File: src/rtl/gsqrt_sched_if.sv
// Requester and engine signal bundle for the stochastic square-root scheduler.
// The master side drives requests, operands and the engine output bit.
interface gsqrt_sched_if #(
  parameter int NREQ = 4,
  parameter int BW   = 5,
  parameter int LW   = 8
);
  logic [NREQ-1:0]    req;
  logic [NREQ*BW-1:0] val;
  logic [NREQ-1:0]    grant;
  logic [NREQ-1:0]    done;
  logic [LW:0]        res;
  logic               busy;
  logic               eng_rst_n;
  logic               eng_in;
  logic [BW-1:0]      eng_rand;
  logic               eng_out;

  modport master (
    output req, val, eng_out,
    input  grant, done, res, busy, eng_rst_n, eng_in, eng_rand
  );

  modport slave (
    input  req, val, eng_out,
    output grant, done, res, busy, eng_rst_n, eng_in, eng_rand
  );
endinterface

File: src/rtl/gsqrt_sched.sv
// Round-robin scheduler sharing one stochastic square-root engine among NREQ
// requesters: stream generation, engine clear, burn-in and ones-count window.
//
// state | meaning
// IDLE  | engine out of reset, waiting for a request
// CLR   | engine held in reset for one cycle, LFSRs/counters reloaded
// BURN  | streams running, engine output ignored
// RUN   | streams running, engine output ones counted
// DONE  | done pulse to owner, result latched
module gsqrt_sched #(
  parameter int             NREQ   = 4,
  parameter int             BW     = 5,
  parameter int             BURN   = 16,
  parameter int             LW     = 8,
  parameter logic [BW-1:0]  TAPS_A = 5'b10100,
  parameter logic [BW-1:0]  TAPS_B = 5'b10010,
  parameter logic [BW-1:0]  SEED_A = 5'b00001,
  parameter logic [BW-1:0]  SEED_B = 5'b10101
) (
  input  logic clk,
  input  logic rst,
  gsqrt_sched_if.slave bus
);

  localparam int LEN  = 1 << LW;
  localparam int PMAX = (BURN > LEN) ? BURN : LEN;
  localparam int PW   = (PMAX > 1) ? $clog2(PMAX) : 1;
  localparam int IW   = (NREQ > 1) ? $clog2(NREQ) : 1;

  localparam logic [PW-1:0] BURN_TC = PW'(BURN - 1);
  localparam logic [PW-1:0] RUN_TC  = PW'(LEN - 1);

  typedef enum logic [2:0] {
    S_IDLE,
    S_CLR,
    S_BURN,
    S_RUN,
    S_DONE
  } state_t;

  state_t          state;
  logic [NREQ-1:0] grant_q;
  logic [NREQ-1:0] done_q;
  logic [LW:0]     res_q;
  logic            busy_q;
  logic            eng_rst_n_q;
  logic [BW-1:0]   op;
  logic [BW-1:0]   lfsr_a;
  logic [BW-1:0]   lfsr_b;
  logic [LW:0]     ones;
  logic [PW-1:0]   phase;
  logic [IW-1:0]   ptr;

  logic            any_req;
  logic [IW-1:0]   win;

  function automatic logic [BW-1:0] lfsr_step(input logic [BW-1:0] s,
                                              input logic [BW-1:0] taps);
    return {s[BW-2:0], ^(s & taps)};
  endfunction

  // First set request strictly after the last owner, wrapping around.
  always_comb begin
    any_req = 1'b0;
    win     = '0;
    for (int k = 1; k <= NREQ; k++) begin
      if (!any_req && bus.req[(int'(ptr) + k) % NREQ]) begin
        any_req = 1'b1;
        win     = IW'((int'(ptr) + k) % NREQ);
      end
    end
  end

  always_ff @(posedge clk or posedge rst) begin
    if (rst) begin
      state       <= S_IDLE;
      grant_q     <= '0;
      done_q      <= '0;
      res_q       <= '0;
      busy_q      <= 1'b0;
      eng_rst_n_q <= 1'b0;
      op          <= '0;
      lfsr_a      <= SEED_A;
      lfsr_b      <= SEED_B;
      ones        <= '0;
      phase       <= '0;
      ptr         <= IW'(NREQ - 1);
    end else begin
      case (state)
        S_IDLE: begin
          eng_rst_n_q <= 1'b1;
          done_q      <= '0;
          if (any_req) begin
            grant_q     <= NREQ'(1) << win;
            op          <= bus.val[int'(win)*BW +: BW];
            ptr         <= win;
            busy_q      <= 1'b1;
            eng_rst_n_q <= 1'b0;
            state       <= S_CLR;
          end
        end
        S_CLR: begin
          eng_rst_n_q <= 1'b1;
          lfsr_a      <= SEED_A;
          lfsr_b      <= SEED_B;
          ones        <= '0;
          phase       <= '0;
          state       <= S_BURN;
        end
        S_BURN: begin
          lfsr_a <= lfsr_step(lfsr_a, TAPS_A);
          lfsr_b <= lfsr_step(lfsr_b, TAPS_B);
          if (phase == BURN_TC) begin
            phase <= '0;
            state <= S_RUN;
          end else begin
            phase <= phase + PW'(1);
          end
        end
        S_RUN: begin
          lfsr_a <= lfsr_step(lfsr_a, TAPS_A);
          lfsr_b <= lfsr_step(lfsr_b, TAPS_B);
          ones   <= ones + (LW+1)'(bus.eng_out);
          if (phase == RUN_TC) begin
            done_q <= grant_q;
            state  <= S_DONE;
          end else begin
            phase <= phase + PW'(1);
          end
        end
        S_DONE: begin
          done_q  <= '0;
          res_q   <= ones;
          grant_q <= '0;
          busy_q  <= 1'b0;
          state   <= S_IDLE;
        end
        default: state <= S_IDLE;
      endcase
    end
  end

  assign bus.grant     = grant_q;
  assign bus.done      = done_q;
  assign bus.res       = res_q;
  assign bus.busy      = busy_q;
  assign bus.eng_rst_n = eng_rst_n_q;
  assign bus.eng_rand  = lfsr_b;
  assign bus.eng_in    = ((state == S_BURN) || (state == S_RUN)) && (op > lfsr_a);

endmodule

File: src/flat_wrapper.sv
// flat-port wrapper written by rule: the top's interface ports become plain ports
module gsqrt_sched_flat 
#(
  parameter int             NREQ   = 4,
  parameter int             BW     = 5,
  parameter int             BURN   = 16,
  parameter int             LW     = 8,
  parameter logic [BW-1:0]  TAPS_A = 5'b10100,
  parameter logic [BW-1:0]  TAPS_B = 5'b10010,
  parameter logic [BW-1:0]  SEED_A = 5'b00001,
  parameter logic [BW-1:0]  SEED_B = 5'b10101
)
  (clk, rst, bus_req, bus_val, bus_eng_out, bus_grant, bus_done, bus_res, bus_busy, bus_eng_rst_n, bus_eng_in, bus_eng_rand);
  gsqrt_sched_if #(.NREQ(NREQ), .BW(BW), .LW(LW)) bus_i ();
  input  logic clk;
  input  logic rst;
  input wire logic [$bits(bus_i.req)-1:0] bus_req;
  input wire logic [$bits(bus_i.val)-1:0] bus_val;
  input wire logic [$bits(bus_i.eng_out)-1:0] bus_eng_out;
  output wire logic [$bits(bus_i.grant)-1:0] bus_grant;
  output wire logic [$bits(bus_i.done)-1:0] bus_done;
  output wire logic [$bits(bus_i.res)-1:0] bus_res;
  output wire logic [$bits(bus_i.busy)-1:0] bus_busy;
  output wire logic [$bits(bus_i.eng_rst_n)-1:0] bus_eng_rst_n;
  output wire logic [$bits(bus_i.eng_in)-1:0] bus_eng_in;
  output wire logic [$bits(bus_i.eng_rand)-1:0] bus_eng_rand;
  assign bus_i.req = bus_req;
  assign bus_i.val = bus_val;
  assign bus_i.eng_out = bus_eng_out;
  assign bus_grant = bus_i.grant;
  assign bus_done = bus_i.done;
  assign bus_res = bus_i.res;
  assign bus_busy = bus_i.busy;
  assign bus_eng_rst_n = bus_i.eng_rst_n;
  assign bus_eng_in = bus_i.eng_in;
  assign bus_eng_rand = bus_i.eng_rand;
  gsqrt_sched #(.NREQ(NREQ), .BW(BW), .BURN(BURN), .LW(LW), .TAPS_A(TAPS_A), .TAPS_B(TAPS_B), .SEED_A(SEED_A), .SEED_B(SEED_B)) u_core (.clk(clk), .rst(rst), .bus(bus_i));
endmodule
File: config.mk
export PLATFORM = sky130hd
export DESIGN_NAME = gsqrt_sched_flat
export DESIGN_NICKNAME = d
export VERILOG_FILES = /design/src/rtl/gsqrt_sched_if.sv /design/src/rtl/gsqrt_sched.sv /design/src/flat_wrapper.sv
export SDC_FILE = /design/constraint.sdc
export NUM_CORES = 1
export LEC_CHECK = 0
export CORE_ASPECT_RATIO = 0.5
export CORE_MARGIN = 1
export CORE_UTILIZATION = 54
export CTS_BUF_LIST = sky130_fd_sc_hd__clkbuf_2 sky130_fd_sc_hd__clkbuf_4 sky130_fd_sc_hd__clkbuf_8
export DETAILED_ROUTE_END_ITERATION = 16
export GPL_TIMING_DRIVEN = 0
export HOLD_SLACK_MARGIN = 0.05
export PLACE_DENSITY = 0.87
export SYNTH_ARGS = -nofsm -noshare
export SYNTH_HDL_FRONTEND = slang
export SYNTH_SLANG_ARGS = --single-unit
File: constraint.sdc
create_clock -name clk -period 2.3 [get_ports clk]
set_input_delay 0.345 -clock clk [delete_from_list [all_inputs] [get_ports clk]]
set_output_delay 0.345 -clock clk [all_outputs]
set_load 0.05 [all_outputs]
Yosys cells after proc, flatten, opt, wreduce, memory -nomap -nowiden
Cells that the tools add are included.

Register bits after elaboration: 56. Output and inout port bits: 25. Bits in read-only memories: 0. Bits of input ports: 27. Memories: 0. Memory bits (writable): 0. Bits in latches: 0.

Multiplexer cells: 38. Eq/ne operators: 10. Add/sub/neg operators: 6. Multipliers: 1. Reduce and logical (&&, ||, !) cells: 28. Shift operators: 2. Bitwise logic cells: 4. Magnitude comparators: 5. Div/mod/pow operators: 0.

Operators with widths (number): 20-bit by 32-bit variable part select with 5-bit output (1); 8-bit one-hot mux with 3 select lines (1); 5-bit one-hot mux with 2 select lines (2); 9-bit one-hot mux with 2 select lines (1); 3-bit by 4-bit < comparator with 1-bit output, second input constant (4); 8-bit 2-to-1 mux (2); 4-bit one-hot mux with 2 select lines (2); 1-bit 2-to-1 mux (14); 3-bit one-hot mux with 4 select lines (1); 2-bit OR reduction (6); 2-bit nonzero test (5); 5-bit XOR reduction (2); 9-bit by 1-bit adder with 9-bit output (1); 3-bit 2-to-1 mux (3); 8-bit by 1-bit adder with 8-bit output, second input constant (1); 1-bit binary-select mux with 2-bit select (4); 8-bit by 4-bit == test with 1-bit output, second input constant (1); 8-bit == test, second input constant (1); 2-bit 2-to-1 mux (4); 4-bit 2-to-1 mux (2); 2-bit AND reduction (4); 3-bit by 2-bit == test with 1-bit output, second input constant (2); 2-bit by 1-bit != test with 1-bit output, second input constant (3); 5-bit > comparator (1); other kinds (15) (26).

Depth between registers and ports, before layout
Depth in word-level cells: 19. Gate-level depth with buffers: 8. Gate-level depth less buffers: 7.

Least setup slack after synthesis
OpenSTA, ideal clock, no wires.

Kind: reg-to-output. Start point: reg u_core.op[1]. End point: out bus_eng_in. Setup slack: -0.299 ns. Cell stages (with the launch flop): 7. Data required time: 1.955 ns. Arrival: 2.254 ns. Cell sequence: dfrtp_1 ha_1 nor2b_1 o21a_1 o21a_1 o21ai_0 a221oi_1.

Cells in the longest elaborated chain, start to end: 2.

RTL lines: start, declared (line gsqrt_sched.sv:47) `logic [BW-1:0] op;`; start signal, assigned (line gsqrt_sched.sv:95) `op <= bus.val[int'(win)*BW +: BW];`; 5-bit > comparator (line gsqrt_sched.sv:149) `assign bus.eng_in = ((state == S_BURN) || (state == S_RUN)) && (op > lfsr_a);`; 1-bit logical AND (line gsqrt_sched.sv:149); end, declared (line flat_wrapper.sv:25) `output wire logic [$bits(bus_i.eng_in)-1:0] bus_eng_in;`.

No other way between the ends.

Final worst setup path
Ends and elaborated chain as after synthesis.

==> results.ini <==
[routing]
drtAntennaViolNets = 0
remaining_drc_errors = 0
wl_per_cell_um = 15.3
vias_per_cell = 5.63
routed_wirelength_mm = 6.14
via_count = 2259
drtIter0Drc = 69
firstDrtPassIters = 4

[logic_synthesis]
synth_top_area_cell = dfrtp_1
ys_ff_latch = 56
yosys.cell_count.top_type = dfrtp_1
syn_inst = 271
yosys.cell_types.count = 53
ys_async_sr_fraction_pct = 100
seq_area_frac_synth_pct = 49.2
synth_edf_count = 0
yosys_warnings = 0
synth_ff_type = dfrtp_1
synth_nets = 306
syn-mean-instance-area_um2 = 10.6
ys_top_cells_by_count = dfrtp_1, nor2_1, nand2_1
synth.top_cell.area_share_pct = 43.7
synth_area_leaders = dfrtp_1, mux2_2, dfstp_2, nor2_1, ha_1
synth_area_mm2 = 0.00287

[power_and_ir_drop]
swShare_pct = 25.6
p_leak_nw = 1.60
p_seq_share_pct = 57.6
comb_power_share_pct = 11.8
intPower_mw = 1.42
pwr-share-clk_pct = 30.6
power-per-cell-area_mw_per_mm2 = 527
p_sw_uw = 486
ir_drop_v = 0.000334
p_total_mw = 1.90

[sta]
tightest_slew_ns = 0.666
fin_skew_ns = 0.00339
setup_viol = 0
finalCritPeriodShare_pct = 98.4
period_needed_ns = 2.26
slew_viol_final = 0
fmax_mhz = 442
hold_violations = 0
slew-limit-headroom_pct = 55.4

[final_layout]
nets = 365
synthToLayoutAreaGrowth_pct = 26.1
instances_no_fill = 401
final_core_util_pct = 71.9
drive_gt1_share_pct = 19.6
diodes = 0

[setup_path]
cp.required_ns = 1.96
cp-end-kind = output pin
cp.arrival_ns = 1.92
reg2reg_depth = 6
path_max_fanout = 2
crit_type = register to output pin
critPathLaunchType = register

[place]
numPortBuffers = 51
dpl.hpwl_mm = 4.55
dpl.cell_count = 393
gp_congestion = 0.777

[job]
maxCapViolCount = 0

[clocking]
clkSinkCount = 56
cts_root_buf = clkbuf_8
clk_pin_slew_worst_paths_ns = 0.09
clock_latency_ns = 0.31
cts_buffers = 5
cts_buffer_depth = 2
cts_tree = done
cts_setup_buffers = 0
cts_hold_buf = 0
h-tree-depth = 2

[floorplan]
fp.coreArea_mm2 = 0.00502
die_area_mm2 = 0.00562
die_w_um = 105
io_pins = 52
start_util_pct = 57.1
die_y_um = 53.5
rows = 18

[global_route]
grt_use_met2_pct = 42.8
grt_max_degree = 43
overflow = 0
grt_pass1_wl_mm = 9.89
met1_usage_pct = 27.9
met3_usage_pct = 5.30
grt_use_total_pct = 23.0
antenna_found_initial = 0
busiest_layer = met2
grt_pass1_vias = 2189

[worst_hold_path]
holdCritPathClass = input pin to async pin

[status]
status = complete, no violations

==> power groups by stage <==
stage / combinational, mW / sequential (mW) / clock [mW]
after floorplan: 0.135 / 1.10 / 0
after global placement: 0.202 / 1.11 / 0
after detailed placement: 0.225 / 1.11 / 0
after CTS: 0.227 / 1.09 / 0.587
after global routing: 0.252 / 1.10 / 0.623
final: 0.225 / 1.10 / 0.582
==> cells in the final DEF, fill, tap and decap left out, drive strengths merged, types with 4 or more instances in the layout <==
master,instances
a21oi,6
a22o,4
buf,9
clkbuf,8
clkdlybuf4s50,50
dfrtp,50
dfstp,6
ha,8
inv,14
mux2,16
mux2i,6
nand2,19
nand2b,4
nand3,11
nand4,8
nor2,34
nor3,5
o21ai,19
o221a,5
xnor2,7
xor2,5
==> logic make-up (layout without fill, tap and decap cells) <==
family                   Yosys count  in the layout  synth area share (%)
flip-flops                        56             56                  49.2
AO/OA/AOI/OAI                     55             55                  14.3
AND/OR/NAND/NOR                   97             97                  17.6
multiplexers                      22             22                  8.52
XOR/XNOR                          12             12                  3.67
adder cells (fa/ha/maj)            8              8                  3.49
buffers and inverters             21             81                  3.23
==> critical path, stage by stage (launching register included) <==
cell and delay, ns:
dfrtp_1 0.43, ha_4 0.28, nor2b_4 0.12, o21a_1 0.13
o21a_1 0.13, o21ai_2 0.06, a221oi_2 0.27, buf_6 0.20
==> area by class of cell <==
| cell class | instances | area (um2) |
|---|---|---|
| Buffer | 7 | 40.0 |
| Tap cell | 70 | 87.6 |
| Multi-Input combinational cell | 194 | 1390 |
| Fill cell | 351 | 1410 |
| Timing Repair Buffer | 52 | 532 |
| Sequential cell | 56 | 1410 |
| Clock buffer | 8 | 97.6 |
| Inverter | 14 | 52.6 |
==> timing repair <==
| item | in CTS | in global routing |
|---|---|---|
| resized for setup | 7 | 6 |
| cloned | 0 | 0 |
| endpoints found under the setup margin | 1 | 1 |
| pin swaps | 0 | 1 |
| endpoints found under the hold margin | 0 | 0 |
==> registers in the layout, summed over array words and instances (netlist names), 2 cells and up <==
| signal | flops |
|---|---|
| u_core.state | 3 |
| u_core.op | 5 |
| u_core.ptr | 2 |
| u_core.bus.done | 4 |
| u_core.ones | 9 |
| u_core.bus.grant | 4 |
| u_core.bus.res | 9 |
| u_core.bus.eng_rand | 5 |
| u_core.phase | 8 |
| u_core.lfsr_a | 5 |
==> layer usage <==
metal / part of all wire, % / wire, um
met5: 0 / 0
met4: 0.65 / 40
met3: 3.9 / 239
met2: 50 / 3080
met1: 45 / 2770
==> path summary, 6_finish.rpt <==
check / end / slack [ns] / from
max: bus_eng_in / 0.04 / u_core.op[1]$_DFFE_PP0P_
min: u_core.bus.res[1]$_DFFE_PP0N_ / 0.31 / rst
max reg2reg: u_core.op[0]$_DFFE_PP0P_ / 0.24 / u_core.ptr[1]$_DFFE_PP1P_
min reg2reg: u_core.ones[0]$_DFFE_PP0P_ / 0.51 / u_core.ones[0]$_DFFE_PP0P_
max in group asynchronous: u_core.bus.eng_rand[4]$_DFFE_PP1P_ / 1.41 / rst
min in group clk: u_core.ones[0]$_DFFE_PP0P_ / 0.51 / u_core.ones[0]$_DFFE_PP0P_
==> stage by stage <==
stage | instance area (um2) | TNS, ns | hold slack (ns) | worst slack [ns]
6_report | 3610 | 0 | 0.305 | 0.0371
5_1_grt | 3610 | -0.00156 | 0.329 | -0.00156
4_1_cts | 3580 | 0 | 0.318 | 0.0425
3_5_place_dp | 3490 | -0.463 | 0.490 | -0.206
3_3_place_gp | 3470 | -14.55 | 0.487 | -0.289
2_1_floorplan | 2870 | 0 | 0.458 | 0.145
Power figures use the tool's default switching activity.
